File: src/rtl/baud_pkg.sv
// Shared types and elaboration-time helpers for the baud tick generator.
package baud_pkg;

    localparam int DEF_DIV_W  = 16;
    localparam int DEF_FRAC_W = 4;

    typedef logic [DEF_DIV_W+DEF_FRAC_W-1:0] div_t;

    typedef enum logic [2:0] {
        B4800   = 3'd0,
        B9600   = 3'd1,
        B14400  = 3'd2,
        B19200  = 3'd3,
        B38400  = 3'd4,
        B57600  = 3'd5,
        B115200 = 3'd6,
        B128000 = 3'd7
    } baud_idx_e;

    localparam longint BAUD_TABLE [8] = '{
        4800, 9600, 14400, 19200, 38400, 57600, 115200, 128000
    };

    // Rounded fixed-point divisor: clk cycles per rx_tick, frac_w fraction bits.
    function automatic longint div_for(input longint baud, input longint clk,
                                       input longint ovs, input longint frac_w);
        longint den;
        den = baud * ovs;
        return ((clk << frac_w) + den / 2) / den;
    endfunction

endpackage

File: src/rtl/frac_divider.sv
// Integer/fraction period counter; the accumulator spreads the fractional
// remainder so the long-run rx_tick rate is exact.
module frac_divider
    import baud_pkg::*;
#(
    parameter int DIV_W  = 16,
    parameter int FRAC_W = 4
) (
    input  logic                    clk,
    input  logic                    rst_n,
    input  logic                    en,
    input  logic                    clr,
    input  logic [DIV_W+FRAC_W-1:0] div,
    output logic                    wrap,
    output logic                    rx_tick
);

    logic [DIV_W-1:0]  cnt;
    logic [FRAC_W-1:0] acc;
    logic [FRAC_W:0]   sum;
    logic              carry;
    logic [DIV_W:0]    last;

    // The carry of the tick that ends this period stretches this period, so
    // the first period after enable/apply is exactly the integer part.
    assign sum   = {1'b0, acc} + {1'b0, div[FRAC_W-1:0]};
    assign carry = sum[FRAC_W];
    assign last  = {1'b0, div[DIV_W+FRAC_W-1:FRAC_W]} + (DIV_W+1)'(carry) - (DIV_W+1)'(1);
    assign wrap  = en && ({1'b0, cnt} == last);

    always_ff @(posedge clk or negedge rst_n) begin
        if (!rst_n) begin
            cnt     <= '0;
            acc     <= '0;
            rx_tick <= 1'b0;
        end else if (!en) begin
            cnt     <= '0;
            acc     <= '0;
            rx_tick <= 1'b0;
        end else begin
            rx_tick <= wrap;
            if (wrap) begin
                cnt <= '0;
                acc <= clr ? '0 : sum[FRAC_W-1:0];
            end else begin
                cnt <= cnt + DIV_W'(1);
            end
        end
    end

endmodule

File: src/rtl/baud_tick_gen.sv
// UART baud tick generator: table or custom divisor, config applied at bit
// boundaries, rx oversampling tick, tx bit tick and legacy square clocks.
module baud_tick_gen
    import baud_pkg::*;
#(
    parameter int CLK_FREQ_HZ = 100_000_000,
    parameter int OVS         = 16,
    parameter int DIV_W       = 16,
    parameter int FRAC_W      = 4
) (
    input  logic                    clk,
    input  logic                    rst_n,
    input  logic                    en,
    input  logic                    cfg_mode,
    input  logic [2:0]              baud_sel,
    input  logic [DIV_W+FRAC_W-1:0] cust_div,
    input  logic                    cfg_load,
    output logic                    rx_tick,
    output logic                    tx_tick,
    output logic                    rx_clk,
    output logic                    tx_clk,
    output logic [DIV_W+FRAC_W-1:0] div_active,
    output logic                    cfg_err
);

    localparam int DW   = DIV_W + FRAC_W;
    localparam int PH_W = $clog2(OVS);
    localparam longint CF = longint'(CLK_FREQ_HZ);
    localparam longint OV = longint'(OVS);
    localparam longint FW = longint'(FRAC_W);

    localparam logic [DW-1:0] TBL [8] = '{
        DW'(div_for(BAUD_TABLE[0], CF, OV, FW)),
        DW'(div_for(BAUD_TABLE[1], CF, OV, FW)),
        DW'(div_for(BAUD_TABLE[2], CF, OV, FW)),
        DW'(div_for(BAUD_TABLE[3], CF, OV, FW)),
        DW'(div_for(BAUD_TABLE[4], CF, OV, FW)),
        DW'(div_for(BAUD_TABLE[5], CF, OV, FW)),
        DW'(div_for(BAUD_TABLE[6], CF, OV, FW)),
        DW'(div_for(BAUD_TABLE[7], CF, OV, FW))
    };
    localparam baud_idx_e RESET_SEL = B9600;

    logic [DW-1:0]   new_div;
    logic [DW-1:0]   pend_div;
    logic            pend;
    logic            load_ok;
    logic            wrap;
    logic            boundary;
    logic            apply;
    logic [PH_W-1:0] phase;

    assign new_div  = cfg_mode ? cust_div : TBL[baud_sel];
    assign load_ok  = cfg_load && (!cfg_mode || (cust_div[DW-1:FRAC_W] >= DIV_W'(2)));
    assign boundary = wrap && (phase == PH_W'(OVS - 1));
    // While disabled there is no bit in flight, so a load takes effect at once.
    assign apply    = pend && (!en || boundary);

    frac_divider #(
        .DIV_W  (DIV_W),
        .FRAC_W (FRAC_W)
    ) u_div (
        .clk     (clk),
        .rst_n   (rst_n),
        .en      (en),
        .clr     (apply),
        .div     (div_active),
        .wrap    (wrap),
        .rx_tick (rx_tick)
    );

    always_ff @(posedge clk or negedge rst_n) begin
        if (!rst_n) begin
            pend_div   <= '0;
            pend       <= 1'b0;
            div_active <= TBL[RESET_SEL];
            cfg_err    <= 1'b0;
            phase      <= '0;
            tx_tick    <= 1'b0;
            rx_clk     <= 1'b0;
            tx_clk     <= 1'b0;
        end else begin
            cfg_err <= cfg_load && !load_ok;
            if (apply) begin
                div_active <= pend_div;
                pend       <= 1'b0;
            end
            // A load coinciding with apply is queued for the next boundary.
            if (load_ok) begin
                pend_div <= new_div;
                pend     <= 1'b1;
            end
            if (!en) begin
                phase   <= '0;
                tx_tick <= 1'b0;
                rx_clk  <= 1'b0;
                tx_clk  <= 1'b0;
            end else begin
                tx_tick <= boundary;
                if (wrap)
                    phase <= (phase == PH_W'(OVS - 1)) ? '0 : phase + PH_W'(1);
                rx_clk <= rx_clk ^ rx_tick;
                tx_clk <= tx_clk ^ tx_tick;
            end
        end
    end

endmodule

File: config.mk
export PLATFORM = sky130hd
export DESIGN_NAME = baud_tick_gen
export DESIGN_NICKNAME = d
export VERILOG_FILES = /design/src/rtl/baud_pkg.sv /design/src/rtl/frac_divider.sv /design/src/rtl/baud_tick_gen.sv
export SDC_FILE = /design/constraint.sdc
export NUM_CORES = 1
export LEC_CHECK = 0
export ABC_AREA = 1
export BUFFER_PORTS_ARGS = -buffer_cell sky130_fd_sc_hd__buf_2
export CORE_MARGIN = 4
export CORE_UTILIZATION = 40
export DETAILED_ROUTE_END_ITERATION = 12
export GPL_ROUTABILITY_DRIVEN = 0
export PLACE_DENSITY = 0.61
export SKIP_CTS_REPAIR_TIMING = 1
export SYNTH_ARGS = -nofsm -noshare
export SYNTH_HDL_FRONTEND = slang
export SYNTH_SLANG_ARGS = --single-unit
File: constraint.sdc
create_clock -name clk -period 3.6 [get_ports clk]
set_input_delay 0.72 -clock clk [delete_from_list [all_inputs] [get_ports clk]]
set_output_delay 0.72 -clock clk [all_outputs]
set_load 0.02 [all_outputs]
==> results.json, run 1 <==
{
  "coreArea_sq_um": 9770,
  "avgSynthCellArea_sq_um": 7.59,
  "cellLeakagePower_nw": 2.36,
  "grt_pass1_wl_microns": 15300,
  "synthTopCellsByArea": "dfrtp_1 (40%), nand2_1 (15%), nor2_1 (6.1%)",
  "tritoncts": "yes",
  "peakVddDrop_mv": 0.198,
  "grt_max_degree": 37,
  "layout-area-overhead-vs-synth_pct": 16.4,
  "drtAntennaViolNets": 0,
  "clkSinkCount": 70,
  "clk_pin_slew_ns": 0.08,
  "dr.pass1.iters": 5,
  "drive_above_1_share_pct": 16.8,
  "r2r-start": "div_active[0]",
  "synth_edf_count": 0,
  "yosys_warnings": 0,
  "r2r_cells": 20,
  "p_comb_share_pct": 22.2,
  "setup_viol": 0,
  "syn_nets": 570,
  "hold_viol_final": 0,
  "hold_class": "input pin to asynchronous set/reset pin",
  "core.rowCount": 36,
  "holdWs_ns": 0.446,
  "cts.path.max_buffers": 2,
  "tightest_slew_ns": 0.839,
  "ys_seq_area_share_pct": 43.9,
  "antennaDiodeCount": 0,
  "drc_errors": 0,
  "yosys.area.top_type_share_pct": 40.0,
  "htree_num_levels": 3,
  "cts_made_buffers": 9,
  "mostFrequentLayoutCells": "nand2_1 (164), nor2_1 (64), dfrtp_1 (64)",
  "rrSetupSlack_ns": 0.25,
  "synth_area_leader_cell": "dfrtp_1",
  "clock_latency_ns": 0.35,
  "fillers": 983,
  "outcome": "finished, final reports clean",
  "wirelength_microns": 9270,
  "grt.total_usage_pct": 16.4,
  "final_common_cell": "nand2_1",
  "grt_antenna_before_repair": 0,
  "synth-async-reset-ratio_pct": 100,
  "overflow": 0,
  "rsz0062_at_grt": "false",
  "wl_met3_microns": 435,
  "critical_path_arrival_ns": 3.63,
  "r2r_end": "div_active[1]",
  "synth_cell_types": 38,
  "start_util_pct": 41.0,
  "die_y_microns": 108,
  "cp.required_ns": 3.88,
  "pre_cts_slack_ns": 0.137,
  "ys.flop_type": "dfrtp_1",
  "p_int_mw": 1.34,
  "vias": 3493,
  "p_sw_uw": 682,
  "root_buffer": "clkbuf_8",
  "fin_tns_setup_ns": 0,
  "postSynthCellCount": 528,
  "crit_fanout": 6,
  "die_w_microns": 108,
  "end_kind": "flip-flop",
  "m1WireLength_microns": 4330,
  "cp-start-kind": "flip-flop",
  "route.met2.wl_microns": 4360,
  "power_density_nw_per_um2": 433,
  "clock_skew_ns": 0.0146,
  "routed_via_density": 4.82,
  "timing.final.ws_setup_ns": 0.249,
  "p_clk_share_pct": 31.7,
  "synth_seq_cells": 70,
  "crit_type": "flip-flop to flip-flop",
  "p_sw_share_pct": 33.8,
  "p_seq_share_pct": 46.1,
  "place_hpwl_microns": 7040,
  "ios": 53,
  "relSlewSlack_pct": 44.1,
  "fin_crit_sh_pct": 93.1,
  "route.detailed.wl_per_inst_microns": 12.8,
  "port_buffers": 52,
  "grt_pass1_vias": 3264,
  "timing.final.max_slew_violations": 0,
  "syn_area_sq_um": 4010,
  "nNetsFinal": 628,
  "maxCapViolations": 0,
  "fmax_mhz": 298,
  "min_period_ns": 3.35,
  "dieArea_sq_um": 11700,
  "first_iter_violations": 127,
  "top_layer": "met4"
}
-- worst max-delay path: stages (launching register included) --
cell      delay, ns
dfstp_2        0.55
ha_1           0.16
inv_1          0.05
fa_1           0.39
o21ai_1        0.14
a21oi_1        0.08
ha_1           0.22
ha_1           0.30
xor2_1         0.14
nand2_1        0.07
nor2_2         0.11
nand2_1        0.05
nor2_1         0.09
nand2_1        0.07
nor2_2         0.12
nand2_2        0.10
o21bai_4       0.16
buf_12         0.15
buf_4          0.13
nand3_1        0.08
nand2_1        0.11
-- cell families (layout without fill, tap and decap cells) --
| logic type | after synthesis | in the layout | share of synthesized area [%] |
|---|---|---|---|
| AO/OA/AOI/OAI | 57 | 57 | 8.40 |
| XOR/XNOR | 20 | 20 | 4.37 |
| adder cells (fa/ha/maj) | 14 | 14 | 4.56 |
| buffers and inverters | 69 | 131 | 7.31 |
| flip-flops | 70 | 70 | 43.9 |
| AND/OR/NAND/NOR | 298 | 299 | 31.4 |
-- synth_stat cells (2+ instances only) --
library cell,instances
nand4_1,3
nor2_1,65
o211ai_1,2
nand2_2,3
inv_2,2
nor4_1,5
o21ai_0,27
clkbuf_1,6
nand3b_1,6
buf_2,2
clkinv_1,2
o2111ai_1,2
ha_1,13
xor2_1,7
inv_1,51
nand3_1,37
xnor2_1,13
buf_6,4
o31ai_1,4
nor3_1,4
a21oi_1,11
o22ai_1,3
a31oi_1,5
nor2_2,6
dfrtp_1,64
dfstp_2,6
nand2_1,164
-- power groups by stage --
| stage | sequential (mW) | combinational (mW) | clock (mW) |
|---|---|---|---|
| 2_1_floorplan | 0.961 | 0.272 | 0 |
| 3_3_place_gp | 0.942 | 0.431 | 0 |
| 3_5_place_dp | 0.944 | 0.437 | 0 |
| 4_1_cts | 0.929 | 0.440 | 0.654 |
| 5_1_grt | 0.940 | 0.509 | 0.692 |
| 6_report | 0.930 | 0.448 | 0.640 |
-- how the worst max path moves through the flow --
stage / from / slack (ns) / cells after the start / to
2_1_floorplan: div_active[0] / 0.44 / 20 / div_active[10]
3_5_place_dp: div_active[0] / 0.14 / 19 / div_active[15]
5_1_grt: div_active[0] / 0.003 / 20 / div_active[13]
6_report: div_active[0] / 0.25 / 20 / div_active[1]
3_3_place_gp: div_active[0] / 0.17 / 19 / div_active[5]
4_1_cts: div_active[0] / 0.12 / 19 / div_active[13]
-- final cells by class --
class                      instances  area [sq um]  area share [%]
clock buffer                       9           124            2.66
clock inverter                     7          73.8            1.58
multi-input combinational        390          1980            42.4
inverter                          55           206            4.43
sequential                        70          1760            37.7
tap                              133           166            3.57
timing repair buffer              60           358            7.67
-- flip-flops by register name (all words and copies together), names as in the netlist --
name and cells:
pend_div 20, cfg_err 1, tx_tick 1, u_div.cnt 16
phase 4, rx_clk 1, u_div.acc 4, tx_clk 1
u_div.rx_tick 1, pend 1, div_active 20
-- stage by stage --
step / power [mW] / instance area [sq um] / instances / utilization (%)
detailed placement: 1.38 / 4380 / 704 / 44.8
CTS: 2.02 / 4580 / 720 / 46.9
global route: 2.14 / 4660 / 724 / 47.7
finish: 2.02 / 4660 / 724 / 47.7
global placement: 1.37 / 4380 / 704 / 44.8
floorplan: 1.23 / 4010 / 528 / -
-- per-layer routing --
metal | track usage [%] | up-vias
li1 | - | 1806
met1 | 21.5 | 1588
met2 | 27.1 | 87
met3 | 3.52 | 12
met4 | 5.50 | 0
met5 | 0 | -
Note: power is estimated with default switching activity, not from simulation.
==> run 2, diff against run 1 <==
==> constraint.sdc (replaced) <==
create_clock -name clk -period 3.8 [get_ports clk]
set_input_delay 0.76 -clock clk [delete_from_list [all_inputs] [get_ports clk]]
set_output_delay 0.76 -clock clk [all_outputs]
set_load 0.02 [all_outputs]
==> results.json, run 2 (synthesis gave the netlist of run 1 again) <==
{
  "outcome": "finished, final reports clean",
  "end_kind": "flip-flop",
  "grt_pass1_wl_microns": 16200,
  "layout-area-overhead-vs-synth_pct": 15.6,
  "coreArea_sq_um": 9770,
  "clk_pin_slew_ns": 0.08,
  "critical_path_arrival_ns": 3.73,
  "rsz0062_at_grt": "false",
  "cts_made_buffers": 9,
  "grt.total_usage_pct": 17.3,
  "crit_fanout": 21,
  "cts.path.max_buffers": 2,
  "die_w_microns": 108,
  "wirelength_microns": 9370,
  "mostFrequentLayoutCells": "nand2_1 (164), nor2_1 (65), dfrtp_1 (64)",
  "peakVddDrop_mv": 0.203,
  "port_buffers": 52,
  "fmax_mhz": 290,
  "min_period_ns": 3.44,
  "grt_max_degree": 44,
  "timing.final.ws_setup_ns": 0.355,
  "drc_errors": 0,
  "route.detailed.wl_per_inst_microns": 13.0,
  "setup_viol": 0,
  "layout.cells.non_filler": 720,
  "crit_type": "flip-flop to flip-flop",
  "place_area_sq_um": 4380,
  "maxCapViolations": 0,
  "fillers": 1010,
  "hold_class": "input pin to asynchronous set/reset pin",
  "grt_pass1_vias": 3348,
  "top_regs": "div_active (20), pend_div (20), u_div.cnt (16)",
  "clock_latency_ns": 0.35,
  "dpl.cell_count": 704,
  "cellLeakagePower_nw": 2.36,
  "nNetsFinal": 624,
  "dr.pass1.iters": 5,
  "routed_via_density": 4.87,
  "root_buffer": "clkbuf_8",
  "cp-start-kind": "flip-flop",
  "vias": 3508,
  "fin_tns_setup_ns": 0,
  "grt_antenna_before_repair": 0,
  "fin_crit_sh_pct": 90.7,
  "htree_num_levels": 3,
  "first_iter_violations": 135,
  "drive_above_1_share_pct": 16.0,
  "pre_cts_slack_ns": 0.315,
  "ios": 53,
  "rrSetupSlack_ns": 0.36,
  "clock_skew_ns": 0.0115,
  "tritoncts": "yes",
  "tightest_slew_ns": 0.750,
  "power_density_nw_per_um2": 441,
  "finalPower_mw": 2.04,
  "place_hpwl_microns": 7100,
  "core.rowCount": 36,
  "antennaDiodeCount": 0,
  "die_y_microns": 108,
  "timing.final.max_slew_violations": 0,
  "hold_viol_final": 0,
  "dieArea_sq_um": 11700,
  "drtAntennaViolNets": 0,
  "clkSinkCount": 70,
  "relSlewSlack_pct": 50.0,
  "stdcell_area_sq_um": 4630,
  "cp.required_ns": 4.08,
  "final_common_cell": "nand2_1",
  "overflow": 0,
  "start_util_pct": 41.0
}
==> run 2: cell types whose count changed in the layout (fill, tap and decap cells not counted) <==
cell | previous run | this run
buf_12 | 1 | 0
buf_8 | 1 | 0
bufinv_16 | 1 | 3
clkbuf_16 | 1 | 0
clkinv_4 | 0 | 2
clkinvlp_4 | 4 | 0
nand2_8 | 1 | 0
nor2_1 | 64 | 65
nor2_2 | 7 | 6
o21ai_0 | 26 | 27
o21ai_1 | 1 | 0
==> run 2: final timing paths <==
path,endpoint,cells past startpoint,start
max,div_active[4],19,div_active[0]
min,u_div.rx_tick,2,rst_n
max reg2reg,div_active[4],19,div_active[0]
min reg2reg,div_active[0],2,div_active[0]
max in group asynchronous,div_active[7],2,rst_n
min in group clk,div_active[0],2,div_active[0]
==> run 2: report_power, final <==
group	total (mW)	leakage [nW]	switching, mW	internal (mW)
clock network	0.746	0.124	0.307	0.440
logic	0.415	1.34	0.268	0.146
registers	0.880	0.900	0.0717	0.808
total	2.04	2.36	0.647	1.39
==> run 2: metal layers <==
metal  GRT usage [%]  routed length (microns)
met5               0                        0
met4            5.68                      145
met3            3.46                      454
met2            27.7                     4400
met1            23.5                     4370
==> run 2: critical path, cell delays in order, from the launching register on <==
cell      delay (ns)
dfstp_2         0.55
ha_1            0.17
inv_1           0.06
fa_1            0.39
o21ai_0         0.18
a21oi_1         0.09
ha_1            0.22
ha_1            0.30
xor2_1          0.14
nand2_1         0.07
nor2_1          0.15
nand2_1         0.07
nor2_1          0.10
nand2_1         0.07
nor2_2          0.11
nand2_2         0.09
o21bai_4        0.15
buf_4           0.26
nand3_1         0.10
nand2_1         0.11
==> run 2: layout make-up <==
type	instances	area, sq um	share of cell area (%)
inverter	55	206	4.46
multi-input combinational	389	1950	42.2
clock buffer	9	124	2.68
clock inverter	7	121	2.62
timing repair buffer	57	298	6.43
tap	133	166	3.60
sequential	70	1760	38.0
==> run 2: through the flow <==
stage / util (%) / hold WS [ns]
after floorplan: - / 0.452
after global placement: 44.8 / 0.465
after detailed placement: 44.8 / 0.469
after CTS: 47.4 / 0.422
after global routing: 47.4 / 0.444
final: 47.4 / 0.421
==> run 3, diff against run 2 <==
--- a/config.mk
+++ b/config.mk
@@ -11,6 +11,7 @@
 export CORE_UTILIZATION = 40
 export DETAILED_ROUTE_END_ITERATION = 12
 export GPL_ROUTABILITY_DRIVEN = 0
+export MAX_ROUTING_LAYER = met4
 export PLACE_DENSITY = 0.61
 export SKIP_CTS_REPAIR_TIMING = 1
 export SYNTH_ARGS = -nofsm -noshare
==> results.json, run 3 (synthesis gave the netlist of run 1 again) <==
{
  "post-route-util_pct": 47.4,
  "port_buffers": 52,
  "min_period_ns": 3.44,
  "clk_pin_slew_ns": 0.08,
  "clkSinkCount": 70,
  "crit_type": "flip-flop to flip-flop",
  "die_y_microns": 108,
  "mostFrequentLayoutCells": "nand2_1 (164), nor2_1 (65), dfrtp_1 (64)",
  "drc_errors": 0,
  "slowest_delay_ns": 0.55,
  "timing.final.ws_setup_ns": 0.356,
  "setup_viol": 0,
  "grt_pass1_wl_microns": 16100,
  "worst_path_most_repeated_cell": "nand2_1",
  "cp_top_family": "adder cells",
  "top_regs": "div_active (20), pend_div (20), u_div.cnt (16)",
  "peakVddDrop_mv": 0.201,
  "coreArea_sq_um": 9770,
  "htree_num_levels": 3,
  "place_hpwl_microns": 7100,
  "critical_path_arrival_ns": 3.73,
  "path_cells": "ha_1, inv_1, fa_1, o21ai_0, a21oi_1, ha_1, ha_1, xor2_1, nand2_1, nor2_1, nand2_1, nor2_1, nand2_1, nor2_2, nand2_2, o21bai_4, buf_4, nand3_1, nand2_1",
  "drtAntennaViolNets": 0,
  "cellLeakagePower_nw": 2.36,
  "overflow": 0,
  "crit_fanout": 21,
  "clock_latency_ns": 0.35,
  "final_common_cell": "nand2_1",
  "cp_num_buf_inv": 2,
  "fillers": 1010,
  "multi_input_area_sq_um": 1950,
  "end_kind": "flip-flop",
  "routed_via_density": 4.89,
  "route.detailed.wl_per_inst_microns": 13.1,
  "fmax_mhz": 290,
  "fin_tns_setup_ns": 0,
  "power_density_nw_per_um2": 441,
  "rsz0062_at_grt": "false",
  "timing.final.max_slew_violations": 0,
  "start_util_pct": 41.0,
  "grt.total_usage_pct": 17.8,
  "cp-start-kind": "flip-flop",
  "die_w_microns": 108,
  "path_depth": 19,
  "cp.required_ns": 4.09,
  "clock_skew_ns": 0.00766,
  "dr.pass1.iters": 5,
  "grt_pass1_vias": 3353,
  "hold_class": "input pin to asynchronous set/reset pin",
  "maxCapViolations": 0,
  "drive_above_1_share_pct": 16.0,
  "fin_crit_sh_pct": 90.6,
  "cts_made_buffers": 9,
  "cts.path.max_buffers": 2,
  "antennaDiodeCount": 0,
  "grt_antenna_before_repair": 0,
  "final-seq-area_sq_um": 1760,
  "nNetsFinal": 624,
  "first_iter_violations": 132,
  "root_buffer": "clkbuf_8",
  "core.rowCount": 36,
  "grt_max_degree": 44,
  "relSlewSlack_pct": 49.9,
  "layout.cells.non_filler": 720,
  "ios": 53,
  "dpl.cell_count": 704,
  "dieArea_sq_um": 11700,
  "critPathSlowestCell": "dfstp_2",
  "pre_cts_slack_ns": 0.315,
  "tightest_slew_ns": 0.752,
  "wirelength_microns": 9400,
  "holdWs_ns": 0.423,
  "tritoncts": "yes",
  "hold_viol_final": 0,
  "vias": 3524,
  "r2r_cells": 19,
  "outcome": "finished, final reports clean",
  "layout-area-overhead-vs-synth_pct": 15.6
}
==> run 3: cell counts in the layout (fill, tap and decap cells not counted) <==
Identical to the previous run, type by type.
==> run 3: through the flow <==
step	total power, mW	area [sq um]
final	2.04	4630
after global routing	2.16	4630
after CTS	2.06	4630
after detailed placement	1.31	4380
after global placement	1.30	4380
after floorplan	1.17	4010
==> run 3: layer usage <==
layer / up-vias / wire length (microns) / GRT usage (%)
met4: 0 / 116 / 5.68
li1: 1792 / - / -
met3: 8 / 452 / 3.52
met5: - / 0 / -
met2: 89 / 4430 / 27.7
met1: 1635 / 4400 / 23.5
==> run 3: power by group <==
group,total (mW),internal (mW),switching [mW]
registers,0.880,0.808,0.0720
logic,0.415,0.146,0.269
clock network,0.745,0.440,0.306
==> run 3: worst paths after layout <==
path,slack (ns),startpoint,endpoint
max in group asynchronous,2.90,rst_n,div_active[7]
min in group clk,0.48,div_active[0],div_active[0]
worst max register to register,0.36,div_active[0],div_active[4]
worst min register to register,0.48,div_active[0],div_active[0]
worst min-delay path,0.42,rst_n,u_div.rx_tick
worst max-delay path,0.36,div_active[0],div_active[4]
==> run 3: final cells by class <==
class	instances	area share [%]
clock buffer	9	2.68
clock inverter	7	2.62
inverter	55	4.46
multi-input combinational	389	42.2
sequential	70	38.0
tap	133	3.60
timing repair buffer	57	6.43
